==> src/rtl/fetch_stage.sv <==
// Instruction-fetch stage and IF/ID pipeline register for the RV32I core.
// Drives a variable-latency req/ready instruction memory and keeps a one-entry skid buffer.
module fetch_stage #(
  parameter int                       ADDRESS_WIDTH = 32,
  parameter int                       DATA_WIDTH    = 32,
  parameter logic [ADDRESS_WIDTH-1:0] RESET_PC      = '0,
  parameter logic [DATA_WIDTH-1:0]    NOP_INSTR     = 32'h0000_0013
) (
  input  logic                     clk,
  input  logic                     rst_n,
  input  logic                     StallD,
  input  logic                     FlushD,
  input  logic                     PCSrcE,
  input  logic [ADDRESS_WIDTH-1:0] PCTargetE,
  output logic                     imem_req,
  output logic [ADDRESS_WIDTH-1:0] imem_addr,
  input  logic                     imem_ready,
  input  logic [DATA_WIDTH-1:0]    imem_rdata,
  output logic [DATA_WIDTH-1:0]    InstrD,
  output logic [ADDRESS_WIDTH-1:0] PCD,
  output logic [ADDRESS_WIDTH-1:0] PCPlus4D,
  output logic                     ValidD
);

  typedef enum logic [1:0] {IDLE, FETCH, DRAIN, FULL} state_t;

  localparam logic [ADDRESS_WIDTH-1:0] FOUR = ADDRESS_WIDTH'(4);

  state_t                   state, state_nxt;
  logic [ADDRESS_WIDTH-1:0] pcf, pcf_nxt;
  logic [ADDRESS_WIDTH-1:0] redir_pc, redir_nxt;
  logic [DATA_WIDTH-1:0]    skid_instr;
  logic [ADDRESS_WIDTH-1:0] skid_pc;
  logic                     skid_ld;
  logic                     deliver;
  logic [DATA_WIDTH-1:0]    del_instr;
  logic [ADDRESS_WIDTH-1:0] del_pc;

  // The request address is PCF in every requesting state; DRAIN keeps the
  // killed request's address until imem completes it.
  assign imem_addr = pcf;

  always_ff @(posedge clk or negedge rst_n) begin
    if (!rst_n) begin
      state    <= IDLE;
      pcf      <= RESET_PC;
      redir_pc <= '0;
    end else begin
      state    <= state_nxt;
      pcf      <= pcf_nxt;
      redir_pc <= redir_nxt;
    end
  end

  always_comb begin
    state_nxt = state;
    pcf_nxt   = pcf;
    redir_nxt = redir_pc;
    skid_ld   = 1'b0;
    deliver   = 1'b0;
    del_instr = imem_rdata;
    del_pc    = pcf;
    imem_req  = 1'b0;
    case (state)
      IDLE: state_nxt = FETCH;
      FETCH: begin
        imem_req = 1'b1;
        if (PCSrcE) begin
          if (imem_ready) begin
            pcf_nxt = PCTargetE;
          end else begin
            redir_nxt = PCTargetE;
            state_nxt = DRAIN;
          end
        end else if (imem_ready) begin
          pcf_nxt = pcf + FOUR;
          if (StallD) begin
            skid_ld   = 1'b1;
            state_nxt = FULL;
          end else begin
            deliver = 1'b1;
          end
        end
      end
      DRAIN: begin
        imem_req = 1'b1;
        // Newest redirect wins, including one arriving with the response.
        if (PCSrcE) redir_nxt = PCTargetE;
        if (imem_ready) begin
          pcf_nxt   = PCSrcE ? PCTargetE : redir_pc;
          state_nxt = FETCH;
        end
      end
      FULL: begin
        if (PCSrcE) begin
          pcf_nxt   = PCTargetE;
          state_nxt = FETCH;
        end else if (!StallD) begin
          deliver   = 1'b1;
          del_instr = skid_instr;
          del_pc    = skid_pc;
          state_nxt = FETCH;
        end
      end
      default: state_nxt = IDLE;
    endcase
  end

  always_ff @(posedge clk or negedge rst_n) begin
    if (!rst_n) begin
      skid_instr <= '0;
      skid_pc    <= '0;
    end else if (skid_ld) begin
      skid_instr <= imem_rdata;
      skid_pc    <= pcf;
    end
  end

  // IF/ID: flush beats stall beats load; an unstalled cycle with nothing to
  // deliver inserts a bubble.
  always_ff @(posedge clk or negedge rst_n) begin
    if (!rst_n) begin
      InstrD   <= NOP_INSTR;
      PCD      <= '0;
      PCPlus4D <= '0;
      ValidD   <= 1'b0;
    end else if (FlushD || (!StallD && !deliver)) begin
      InstrD   <= NOP_INSTR;
      PCD      <= '0;
      PCPlus4D <= '0;
      ValidD   <= 1'b0;
    end else if (!StallD) begin
      InstrD   <= del_instr;
      PCD      <= del_pc;
      PCPlus4D <= del_pc + FOUR;
      ValidD   <= 1'b1;
    end
  end

endmodule

==> config.mk <==
export PLATFORM = sky130hd
export DESIGN_NAME = fetch_stage
export DESIGN_NICKNAME = d
export VERILOG_FILES = /design/src/rtl/fetch_stage.sv
export SDC_FILE = /design/constraint.sdc
export NUM_CORES = 1
export LEC_CHECK = 0
export BUFFER_PORTS_ARGS = -buffer_cell sky130_fd_sc_hd__buf_2
export CAP_MARGIN = 20
export CORE_UTILIZATION = 49
export CTS_BUF_LIST = sky130_fd_sc_hd__clkbuf_16
export DETAILED_ROUTE_END_ITERATION = 7
export GPL_ROUTABILITY_DRIVEN = 0
export PLACE_DENSITY = 0.74
export SLEW_MARGIN = 20
export SYNTH_ARGS = -nofsm -noshare
export SYNTH_HDL_FRONTEND = slang
export SYNTH_SLANG_ARGS = --single-unit
==> constraint.sdc <==
create_clock -name clk -period 4.1 [get_ports clk]
set_clock_uncertainty 0.2 [all_clocks]
set_input_delay 0.615 -clock clk [delete_from_list [all_inputs] [get_ports clk]]
set_output_delay 0.615 -clock clk [all_outputs]
set_load 0.005 [all_outputs]
==> flow_metrics.py <==
metrics = {
    "synthesis": {
        "netlist_instances": 1046,
        "yosysUniqueCellTypes": 58,
        "yosysSeqAreaShare": 0.513,
        "synth.net_count": 1121,
        "async_flop_share": 1.00,
        "avgSynthCellArea_um2": 10.5,
        "synth_edf_count": 0,
        "ys_warn_count": 0,
        "synthesis.area_um2": 11000,
        "synthFlopType": "dfrtp_1",
        "ys_ff_latch": 225,
    },
    "placement": {
        "port_buffers": 199,
        "place_area_um2": 12200,
        "post-dp-hpwl_um": 19700,
    },
    "floorplanning": {
        "rows": 54,
        "coreArea_um2": 21900,
        "fp.dieH_um": 152,
        "io_pins": 200,
        "die_area_um2": 23000,
        "start_util": 0.501,
        "die_w_um": 152,
    },
    "sta": {
        "final-setup-viol-count": 0,
        "hold_ws_ps": -50.4,
        "max_freq_mhz": 292,
        "tightest_slew_ps": 1050,
        "final_hold_viol_count": 30,
        "slew_violations": 0,
        "min_period_over_period": 0.837,
        "rsz0062_at_grt": "false",
        "relSlewSlack": 0.302,
        "setup_tns_ps": 0,
        "period_needed_ps": 3430,
    },
    "clocking": {
        "cts_made_buffers": 25,
        "ctsLongestPathBuffers": 3,
        "clk_pin_slew_ps": 60,
        "clock_sinks": 225,
        "post_cts_buffers": 0,
        "clk_latency_ps": 520,
        "clockRootBuffer": "clkbuf_16",
        "postCtsHoldBufs": 0,
        "cts_tree": "done",
        "ctsHtreeMaxLevel": 1,
        "post_cts_resized": 0,
    },
    "setup_path": {
        "crit_family": "compound AO/OA/AOI/OAI gates",
        "start_kind": "flop",
        "critPathSlowestCell": "a31oi_1",
        "cp_cell_sequence": "ha_1 > nor3b_4 > mux2i_1 > inv_1 > ha_1 > nand4_1 > nor4_1 > a31oi_1 > nor3_1 > a221oi_1 > a31oi_1",
        "critical_path_class": "flop to flop",
        "cp_data_required_time_ps": 4290,
        "cp_max_fo": 9,
        "end_kind": "flop",
        "critical_path_buf_inv_count": 1,
        "slowest_delay_ps": 710,
        "arrival_ps": 3620,
    },
    "cells_and_area": {
        "fin_nets": 1286,
        "num-fill-cells": 1865,
        "design_area_um2": 13000,
        "syn_to_final_growth_pct": 18.2,
        "antenna_cells": 0,
        "drive_gt1_frac": 0.306,
    },
    "run_status": {
        "status": "complete, but fails checks",
        "violations": "hold timing",
    },
    "pwr": {
        "ir_drop_mv": 0.382,
        "leakagePower_uw": 0.00611,
        "power_density_nw_per_um2": 656,
    },
    "route": {
        "wirelength_um": 28600,
        "drcViolationCount": 0,
        "wl_per_cell_um": 19.0,
        "drt_iter0_markers": 720,
        "num_vias": 8761,
        "via_per_inst": 5.81,
        "antenna_left": 0,
        "drt-pass1-iter-count": 5,
    },
    "global_routing": {
        "grt_first_pass_wirelength_um": 45000,
        "grt_pass1_vias": 8319,
        "antenna_found_initial": 1,
        "grt_overflow_total": 0,
        "grt_max_degree": 110,
        "groute.usage.overall": 0.250,
    },
    "min_path": {
        "hold_class": "input pin to asynchronous set/reset pin",
    },
    "run": {
        "cap_violations": 0,
    },
}
[kinds of logic (layout without fill, tap and decap cells)]
kind of cell    count (synthesis)  in the layout  share of synthesized area
xor+xnor                       41             41                     0.0327
fa+ha+maj                       5              5                    0.00570
simple gates                  280            280                      0.115
compound gates                236            236                      0.133
buf+inv                        89            270                     0.0326
mux                           170            170                      0.167
flops                         225            225                      0.513
[cells in the mapped netlist, types with 6 or more instances]
master | n | area share
a221oi_1 | 18 | 0.014
xnor2_1 | 17 | 0.014
a31oi_1 | 6 | 0.0034
nand3_1 | 35 | 0.016
clkbuf_1 | 65 | 0.022
dfrtp_1 | 222 | 0.51
xor2_1 | 24 | 0.019
nor2_1 | 56 | 0.019
and3_1 | 6 | 0.0034
a22o_1 | 7 | 0.0056
o21ai_0 | 126 | 0.057
inv_1 | 8 | 0.0027
mux2_2 | 109 | 0.11
o21ai_1 | 8 | 0.0036
nand4_1 | 11 | 0.0063
mux2i_1 | 61 | 0.056
nor3_1 | 17 | 0.0078
buf_1 | 6 | 0.0021
nand2_1 | 126 | 0.043
a21oi_1 | 18 | 0.0082
buf_2 | 7 | 0.0032
a22oi_1 | 20 | 0.014
[path summary, 6_finish.rpt]
| path | from | slack, ps | depth (start not counted) | to |
|---|---|---|---|---|
| hold reg to reg | InstrD[24] | 270 | 2 | InstrD[24] |
| setup / recovery | state[0] | 670 | 11 | PCPlus4D[24] |
| max in group asynchronous | rst_n | 2900 | 2 | InstrD[1] |
| min in group clk | imem_rdata[5] | 150 | 2 | skid_instr[5] |
| setup reg to reg | state[0] | 670 | 11 | PCPlus4D[24] |
| hold / removal | rst_n | -50 | 1 | InstrD[26] |
[area by class of cell]
class	count	area (µm²)	area share
Tap cell	280	350	0.0270
Sequential cell	225	5630	0.434
Clock inverter	18	103	0.00791
Multi-Input combinational cell	732	5040	0.388
Inverter	8	30.0	0.00231
Clock buffer	25	626	0.0482
Timing Repair Buffer	219	1190	0.0920
[state kept, by name, indices dropped and copies added, names as in the netlist]
name / cells
InstrD: 32
PCD: 32
PCPlus4D: 30
ValidD: 1
imem_addr: 32
redir_pc: 32
skid_instr: 32
skid_pc: 32
state: 2
[layer usage]
layer | part of all wire | global-route usage | up-vias
li1 | - | - | 4097
met1 | 0.45 | 0.361 | 4293
met2 | 0.46 | 0.388 | 328
met3 | 0.081 | 0.0419 | 41
met4 | 0.016 | 0.0663 | 2
met5 | 0.00045 | 0 | -
[through the flow]
step           instances  worst slack (ps)  hold slack (ps)  total power, µW  utilization
3_5_place_dp        1464               704              265             6490        0.559
5_1_grt             1507               291             23.8             9040        0.593
6_report            1507               670            -50.4             8520        0.593
3_3_place_gp        1464               733              256             6370        0.559
2_1_floorplan       1046               167              119             5470            -
4_1_cts             1507               671             1.61             8540        0.593
[power breakdown]
group / internal [µW] / leakage [µW] / total, µW / switching (µW)
Combinational: 1320 / 0.00282 / 2800 / 1470
Clock: 1160 / 0.000388 / 2030 / 875
Sequential: 2940 / 0.00290 / 3690 / 749
[cell usage in the layout, fill, tap and decap left out, types with 4 or more instances in the layout]
cell type  netlist  layout
nor4_1           5       5
a22oi_1         20      20
buf_4            2      17
a21oi_1         18      18
a21o_1           4       4
and4_1           4       4
clkinv_1         0       4
mux2i_1         61      61
dfrtp_1        222     222
and3_1           6       6
mux2_2         109     109
inv_1            8      14
xnor2_1         17      17
ha_1             5       5
nand2_1        126     125
clkinv_2         0       7
xor2_1          24      24
buf_2            7     198
nor3_1          17      17
a221oi_1        18      18
o21ai_0        126     126
a222oi_1         5       5
o21ai_1          8       7
a22o_1           7       7
nand4_1         11      11
clkbuf_16        0      25
a31oi_1          6       6
nand3_1         35      34
nor2_1          56      55
No activity file was read; power rests on OpenSTA's default activity.
